--- config.mk ---
export PLATFORM = sky130hd
export DESIGN_NAME = tlc_signal_monitor
export DESIGN_NICKNAME = d
export VERILOG_FILES = /design/src/rtl/tlc_signal_monitor.sv
export SDC_FILE = /design/constraint.sdc
export NUM_CORES = 1
export LEC_CHECK = 0
export ABC_AREA = 1
export CORE_MARGIN = 3
export CORE_UTILIZATION = 42
export DETAILED_ROUTE_END_ITERATION = 16
export GPL_ROUTABILITY_DRIVEN = 0
export GPL_TIMING_DRIVEN = 0
export PLACE_DENSITY = 0.64
export SLEW_MARGIN = 25
export SYNTH_ARGS = -nofsm -noshare
export SYNTH_HDL_FRONTEND = slang
export SYNTH_SLANG_ARGS = --single-unit
--- constraint.sdc ---
create_clock -name Clk -period 3.8 [get_ports Clk]
set_input_delay 0.76 -clock Clk [delete_from_list [all_inputs] [get_ports Clk]]
set_output_delay 0.76 -clock Clk [all_outputs]
set_load 0.05 [all_outputs]
--- src/rtl/tlc_signal_monitor.sv ---
`default_nettype none
// ============================================================================
//  Module      : tlc_signal_monitor
//  Description : Receive-side conflict monitor for the traffic light
//                controller. Watches the highway and farm light codes every
//                clock. It checks for conflicts, invalid codes, illegal colour
//                sequences and yellow / all-red / green timing violations.
//                The first violation seen while armed latches a fault code
//                and raises FlashReq so the top level can force flashing red.
//  Revision    : 1.0 - initial release
// ============================================================================
module tlc_signal_monitor #(
    parameter int unsigned CW         = 31,
    parameter int unsigned MIN_YELLOW = 150000000,
    parameter int unsigned MIN_ALLRED = 50000000,
    parameter int unsigned MAX_GREEN  = 1600000000
) (
    input  logic       Clk,
    input  logic       Rst,
    input  logic [1:0] highwaySignal,
    input  logic [1:0] farmSignal,
    input  logic       FaultClr,
    output logic       Armed,
    output logic       Fault,
    output logic [2:0] FaultCode,
    output logic       FlashReq,
    output logic [1:0] monState
);

    // Light encoding shared by both approaches
    localparam logic [1:0] c_GREEN   = 2'b00;
    localparam logic [1:0] c_YELLOW  = 2'b01;
    localparam logic [1:0] c_RED     = 2'b10;
    localparam logic [1:0] c_INVALID = 2'b11;

    // Timing limits sized to the counter width. The green limit gets one
    // extra bit because it is compared against count + 1.
    localparam logic [CW-1:0] c_CNT_MAX    = {CW{1'b1}};
    localparam logic [CW-1:0] c_MIN_YELLOW = CW'(MIN_YELLOW);
    localparam logic [CW-1:0] c_MIN_ALLRED = CW'(MIN_ALLRED);
    localparam logic [CW:0]   c_MAX_GREEN  = (CW+1)'(MAX_GREEN);

    typedef enum logic [1:0] {
        ST_ARM     = 2'b00,
        ST_RUN     = 2'b01,
        ST_FAULT   = 2'b10,
        ST_ILLEGAL = 2'b11
    } state_t;

    state_t        state_q, state_d;
    logic [2:0]    faultCode_q, faultCode_d;
    logic [1:0]    hwPrev_q, fmPrev_q;
    logic [CW-1:0] hwCnt_q, hwCnt_d;
    logic [CW-1:0] fmCnt_q, fmCnt_d;
    logic [CW-1:0] allRedCnt_q, allRedCnt_d;

    logic          hwChanged, fmChanged, bothRed;
    logic [CW:0]   hwGreenLen, fmGreenLen;
    logic [2:0]    checkCode;

    // A change is legal only along green -> yellow -> red -> green
    function automatic logic legal_step(input logic [1:0] prev, input logic [1:0] cur);
        return (prev == cur) ||
               (prev == c_GREEN  && cur == c_YELLOW) ||
               (prev == c_YELLOW && cur == c_RED)    ||
               (prev == c_RED    && cur == c_GREEN);
    endfunction

    // Hold counter: restart at 1 on a change, otherwise count up and saturate
    function automatic logic [CW-1:0] hold_next(input logic changed, input logic [CW-1:0] cnt);
        if (changed) begin
            return CW'(1);
        end else if (cnt == c_CNT_MAX) begin
            return cnt;
        end else begin
            return cnt + CW'(1);
        end
    endfunction

    assign hwChanged = (highwaySignal != hwPrev_q);
    assign fmChanged = (farmSignal != fmPrev_q);
    assign bothRed   = (highwaySignal == c_RED) && (farmSignal == c_RED);

    // Green length including the current cycle (1 on the first green cycle)
    assign hwGreenLen = hwChanged ? (CW+1)'(1) : ({1'b0, hwCnt_q} + (CW+1)'(1));
    assign fmGreenLen = fmChanged ? (CW+1)'(1) : ({1'b0, fmCnt_q} + (CW+1)'(1));

    // Evaluate all rules on the current inputs; the lowest code has priority
    always_comb begin
        checkCode = 3'd0;
        if (highwaySignal != c_RED && farmSignal != c_RED) begin
            checkCode = 3'd1;
        end else if (highwaySignal == c_INVALID || farmSignal == c_INVALID) begin
            checkCode = 3'd2;
        end else if (!legal_step(hwPrev_q, highwaySignal) || !legal_step(fmPrev_q, farmSignal)) begin
            checkCode = 3'd3;
        end else if ((hwPrev_q == c_YELLOW && highwaySignal == c_RED && hwCnt_q < c_MIN_YELLOW) ||
                     (fmPrev_q == c_YELLOW && farmSignal == c_RED && fmCnt_q < c_MIN_YELLOW)) begin
            checkCode = 3'd4;
        end else if (((hwPrev_q == c_RED && highwaySignal == c_GREEN) ||
                      (fmPrev_q == c_RED && farmSignal == c_GREEN)) &&
                     allRedCnt_q < c_MIN_ALLRED) begin
            checkCode = 3'd5;
        end else if ((highwaySignal == c_GREEN && hwGreenLen > c_MAX_GREEN) ||
                     (farmSignal == c_GREEN && fmGreenLen > c_MAX_GREEN)) begin
            checkCode = 3'd6;
        end
    end

    // Duration counters run in every state so timing is valid right after arming
    always_comb begin
        hwCnt_d = hold_next(hwChanged, hwCnt_q);
        fmCnt_d = hold_next(fmChanged, fmCnt_q);
        if (state_q == ST_ARM && bothRed) begin
            allRedCnt_d = CW'(1);
        end else if (bothRed) begin
            allRedCnt_d = (allRedCnt_q == c_CNT_MAX) ? allRedCnt_q : allRedCnt_q + CW'(1);
        end else begin
            allRedCnt_d = '0;
        end
    end

    // Monitor FSM next state and sticky fault code
    always_comb begin
        state_d     = state_q;
        faultCode_d = faultCode_q;
        case (state_q)
            ST_ARM: begin
                if (bothRed) begin
                    state_d = ST_RUN;
                end
            end
            ST_RUN: begin
                if (checkCode != 3'd0) begin
                    state_d     = ST_FAULT;
                    faultCode_d = checkCode;
                end
            end
            ST_FAULT: begin
                if (FaultClr) begin
                    state_d     = ST_ARM;
                    faultCode_d = 3'd0;
                end
            end
            default: begin
                state_d     = ST_ARM;
                faultCode_d = 3'd0;
            end
        endcase
    end

    // State, history and counter registers with synchronous reset
    always_ff @(posedge Clk) begin
        if (Rst) begin
            state_q     <= ST_ARM;
            faultCode_q <= 3'd0;
            hwPrev_q    <= c_RED;
            fmPrev_q    <= c_RED;
            hwCnt_q     <= '0;
            fmCnt_q     <= '0;
            allRedCnt_q <= '0;
        end else begin
            state_q     <= state_d;
            faultCode_q <= faultCode_d;
            hwPrev_q    <= highwaySignal;
            fmPrev_q    <= farmSignal;
            hwCnt_q     <= hwCnt_d;
            fmCnt_q     <= fmCnt_d;
            allRedCnt_q <= allRedCnt_d;
        end
    end

    assign Armed     = (state_q == ST_RUN);
    assign Fault     = (state_q == ST_FAULT);
    assign FlashReq  = Fault;
    assign FaultCode = faultCode_q;
    assign monState  = state_q;

endmodule
`default_nettype wire

==> run_results.csv <==
group,metric,value,unit
timing,tns,0,ns
clock_network,cts_max_path_buffers,2,
route,vias,6420,
synth,synth_edf_count,0,
clock_network,cts_max_level,3,
pwr,power,2.31,mW
worst_setup_path,start_kind,"input pin",
floorplan,ios,15,
synth,synth_most_common_cell,"nand2_1",
cells_and_area,fillers,1572,
clock_network,cts_setup_buffers,0,
clock_network,cts_hold_buf,0,
synth,synth_mux_area_share,0,%
route,vias_per_cell,4.98,
synth,yosysWarnings,0,
synth,synth_cells,1076,
floorplan,fp.dieH,130,um
pwr,total_leakage_power,2.92,nW
synth,synth_top_area_cell,"dfxtp_1",
route,drtIter0Drc,354,
timing,skew,0.00847,ns
synth,synth_commonest_cells,"308 x nand2_1, 176 x nor2_1, 155 x inv_1",
synth,synth.distinct_cells,41,
floorplan,die_width,130,um
clock_network,cts_sinks,102,
clock_network,clk_latency,0.36,ns
route,post_drt_wl_per_cell,13.0,um
synth,yosysSeqAreaShare,31.6,%
route,drt_wl_total,16800,um
synth,syn_avg_cell_area,6.01,sq um
clock_network,root_buffer,"clkbuf_16",
floorplan,start_util,43.7,%
floorplan,fp-row-count,44,
worst_setup_path,cp_data_required_time,4.05,ns
floorplan,core_area,14800,sq um
grt,overflow,0,
cells_and_area,finalNonFillerCells,1289,
synth,synth_xor_area_share,4.74,%
cells_and_area,fin_nets,1110,
worst_setup_path,path_max_fanout,7,
floorplan,die_area,16900,sq um
timing,finalCritPeriodShare,84.2,%
route,first_pass_iters,5,
synth,synth_simple_gate_area_share,43.5,%
timing,max_freq,313,MHz
synth,synth_nets,1086,
clock_network,cts_buffers,9,
worst_setup_path,worstSetupPathType,"in2reg",
timing,rsz0062_at_grt,"false",
timing,relSlewSlack,47.3,%
placed_design,dp_slack,0.257,ns
placed_design,port_buffers,13,
synth,synthFlopType,"dfxtp_1",
cells_and_area,diodes,0,
clock_network,cts_tree,"yes",
pwr,ir_worst_vdd,236,uV
clock_network,cts_resized,0,
pwr,p_per_area,324,nW/um^2
timing,drv_slew,0,
timing,fin_crit,3.20,ns
timing,timing_hold_violations_final,0,
synth,netlist.area_leader.share,31.6,%
route,drcViolationCount,0,
cells_and_area,syn_to_final_growth,10.3,%
cells_and_area,drive_above_1_share,5.61,%
timing,hold_slack,0.472,ns
synth,synthAdderAreaFrac,0.581,%
timing,finalSetupViolCount,0,
placed_design,hpwl,13100,um
hold_path,hp-class,"reg2reg",
route,drtAntennaViolNets,0,
timing,worst_slack,0.601,ns
job,maxCapViolCount,0,
synth,yosys_register_bits,102,
grt,track_usage,20.6,%
synth,synth_top_family_by_area,"simple AND/OR/NAND/NOR gates",
synth,syn_area,6460,sq um
synth,synth-compound-area-share,9.37,%
worst_setup_path,critPathArrivalTime,3.45,ns
grt,grt_antenna_before_repair,0,
grt,grt_max_degree,18,
synth,synthArstFlopShare,0,%
worst_setup_path,crit_path_end_kind,"flop",
grt,grt_pass1_vias,6008,
timing,tightest_slew,0.788,ns
clock_network,worst_setup_hold_path_clk_slew,0.07,ns
run_status,status,"finished clean",
synth,synth_area_leaders,"dfxtp_1 32%, nand2_1 18%, nor2_1 10%",
grt,grt_pass1_wl,28100,um
placed_design,dp_cells,1273,
==> logic make-up after synthesis <==
family,count (synthesis)
xor gates and xnor gates,35
buffers and inverters,175
AOI/OAI and AO/OA,106
and+or+nand+nor,655
adders and majority gates,3
DFF,102
==> routing by layer <==
layer	wire [um]	share of wire, %	up-vias	GRT usage [%]
li1	-	-	3447	-
met5	0	0	-	0
met4	331	2.0	0	5.93
met1	8180	49	2834	27.2
met3	632	3.8	26	4.09
met2	7650	46	113	34.3
==> critical path, stage by stage <==
cell and delay [ns]:
clkdlybuf4s50_1 0.56, xnor2_1 0.14, nand2_1 0.25, inv_1 0.31, nand2_1 0.10, nor2_2 0.11, nand3_1 0.12, nor2_2 0.20
nand3_1 0.09, nand3_1 0.10, nand2_2 0.07, nand2_1 0.06, nand2_1 0.04, nand2_1 0.08, nand2_1 0.06, nand2_2 0.12
nand2_1 0.10, and3_1 0.16
==> area by class of cell <==
cell class / instances / area (sq um) / area share, %
multi-input cells: 799 / 3760 / 52.8
flip-flops and latches: 102 / 2040 / 28.6
inverters: 163 / 612 / 8.58
clock buffers: 11 / 243 / 3.40
well taps: 184 / 230 / 3.23
repair buffers: 13 / 130 / 1.82
clock inverters: 5 / 63.8 / 0.895
plain buffers: 12 / 48.8 / 0.684
==> per-stage QoR <==
step,utilization (%),instance area [sq um]
floorplan,-,6460
global placement,46.1,6830
detailed placement,46.1,6830
CTS,48.2,7130
global route,48.2,7130
finish,48.2,7130
==> final timing paths <==
path	cells past startpoint	start	endpoint	slack [ns]
worst max register to register	21	hwCnt_q[1]	monState[0]	0.93
worst min register to register	2	FaultCode[1]	FaultCode[1]	0.47
worst min-delay path	2	FaultCode[1]	FaultCode[1]	0.47
worst max-delay path	18	highwaySignal[1]	monState[0]	0.60
==> sequential cells by signal (all words and copies together) (netlist names) <==
signal,count
hwPrev_q,2
allRedCnt_q,31
monState,2
FaultCode,3
fmCnt_q,31
fmPrev_q,2
hwCnt_q,31
==> report_power, final <==
part | total [mW] | switching (mW) | internal [mW]
Sequential | 1.10 | 0.0132 | 1.09
Clock | 0.972 | 0.434 | 0.538
Combinational | 0.240 | 0.164 | 0.0757
==> placed cells by master (no fill, tap or decap), types with 2 or more instances in the layout <==
| cell type | n |
|---|---|
| clkdlybuf4s50_1 | 13 |
| nor4_1 | 7 |
| o21bai_1 | 2 |
| nor3_1 | 23 |
| o221ai_1 | 2 |
| o21a_1 | 5 |
| nor2_4 | 7 |
| nand3b_1 | 2 |
| a211oi_1 | 6 |
| a21oi_1 | 52 |
| nand4_1 | 15 |
| or2_2 | 3 |
| ha_1 | 3 |
| nor2_2 | 14 |
| clkbuf_16 | 9 |
| nand3_1 | 84 |
| xor2_1 | 22 |
| nand2_2 | 9 |
| o21ai_0 | 25 |
| o2111ai_1 | 2 |
| o211ai_1 | 2 |
| nand2_1 | 308 |
| a31oi_1 | 3 |
| nand3_2 | 3 |
| inv_2 | 6 |
| nor2_1 | 176 |
| clkinv_1 | 2 |
| inv_1 | 155 |
| xnor2_1 | 13 |
| clkbuf_1 | 12 |
| inv_6 | 2 |
| dfxtp_1 | 102 |
Note: power is estimated with default switching activity, not from simulation.
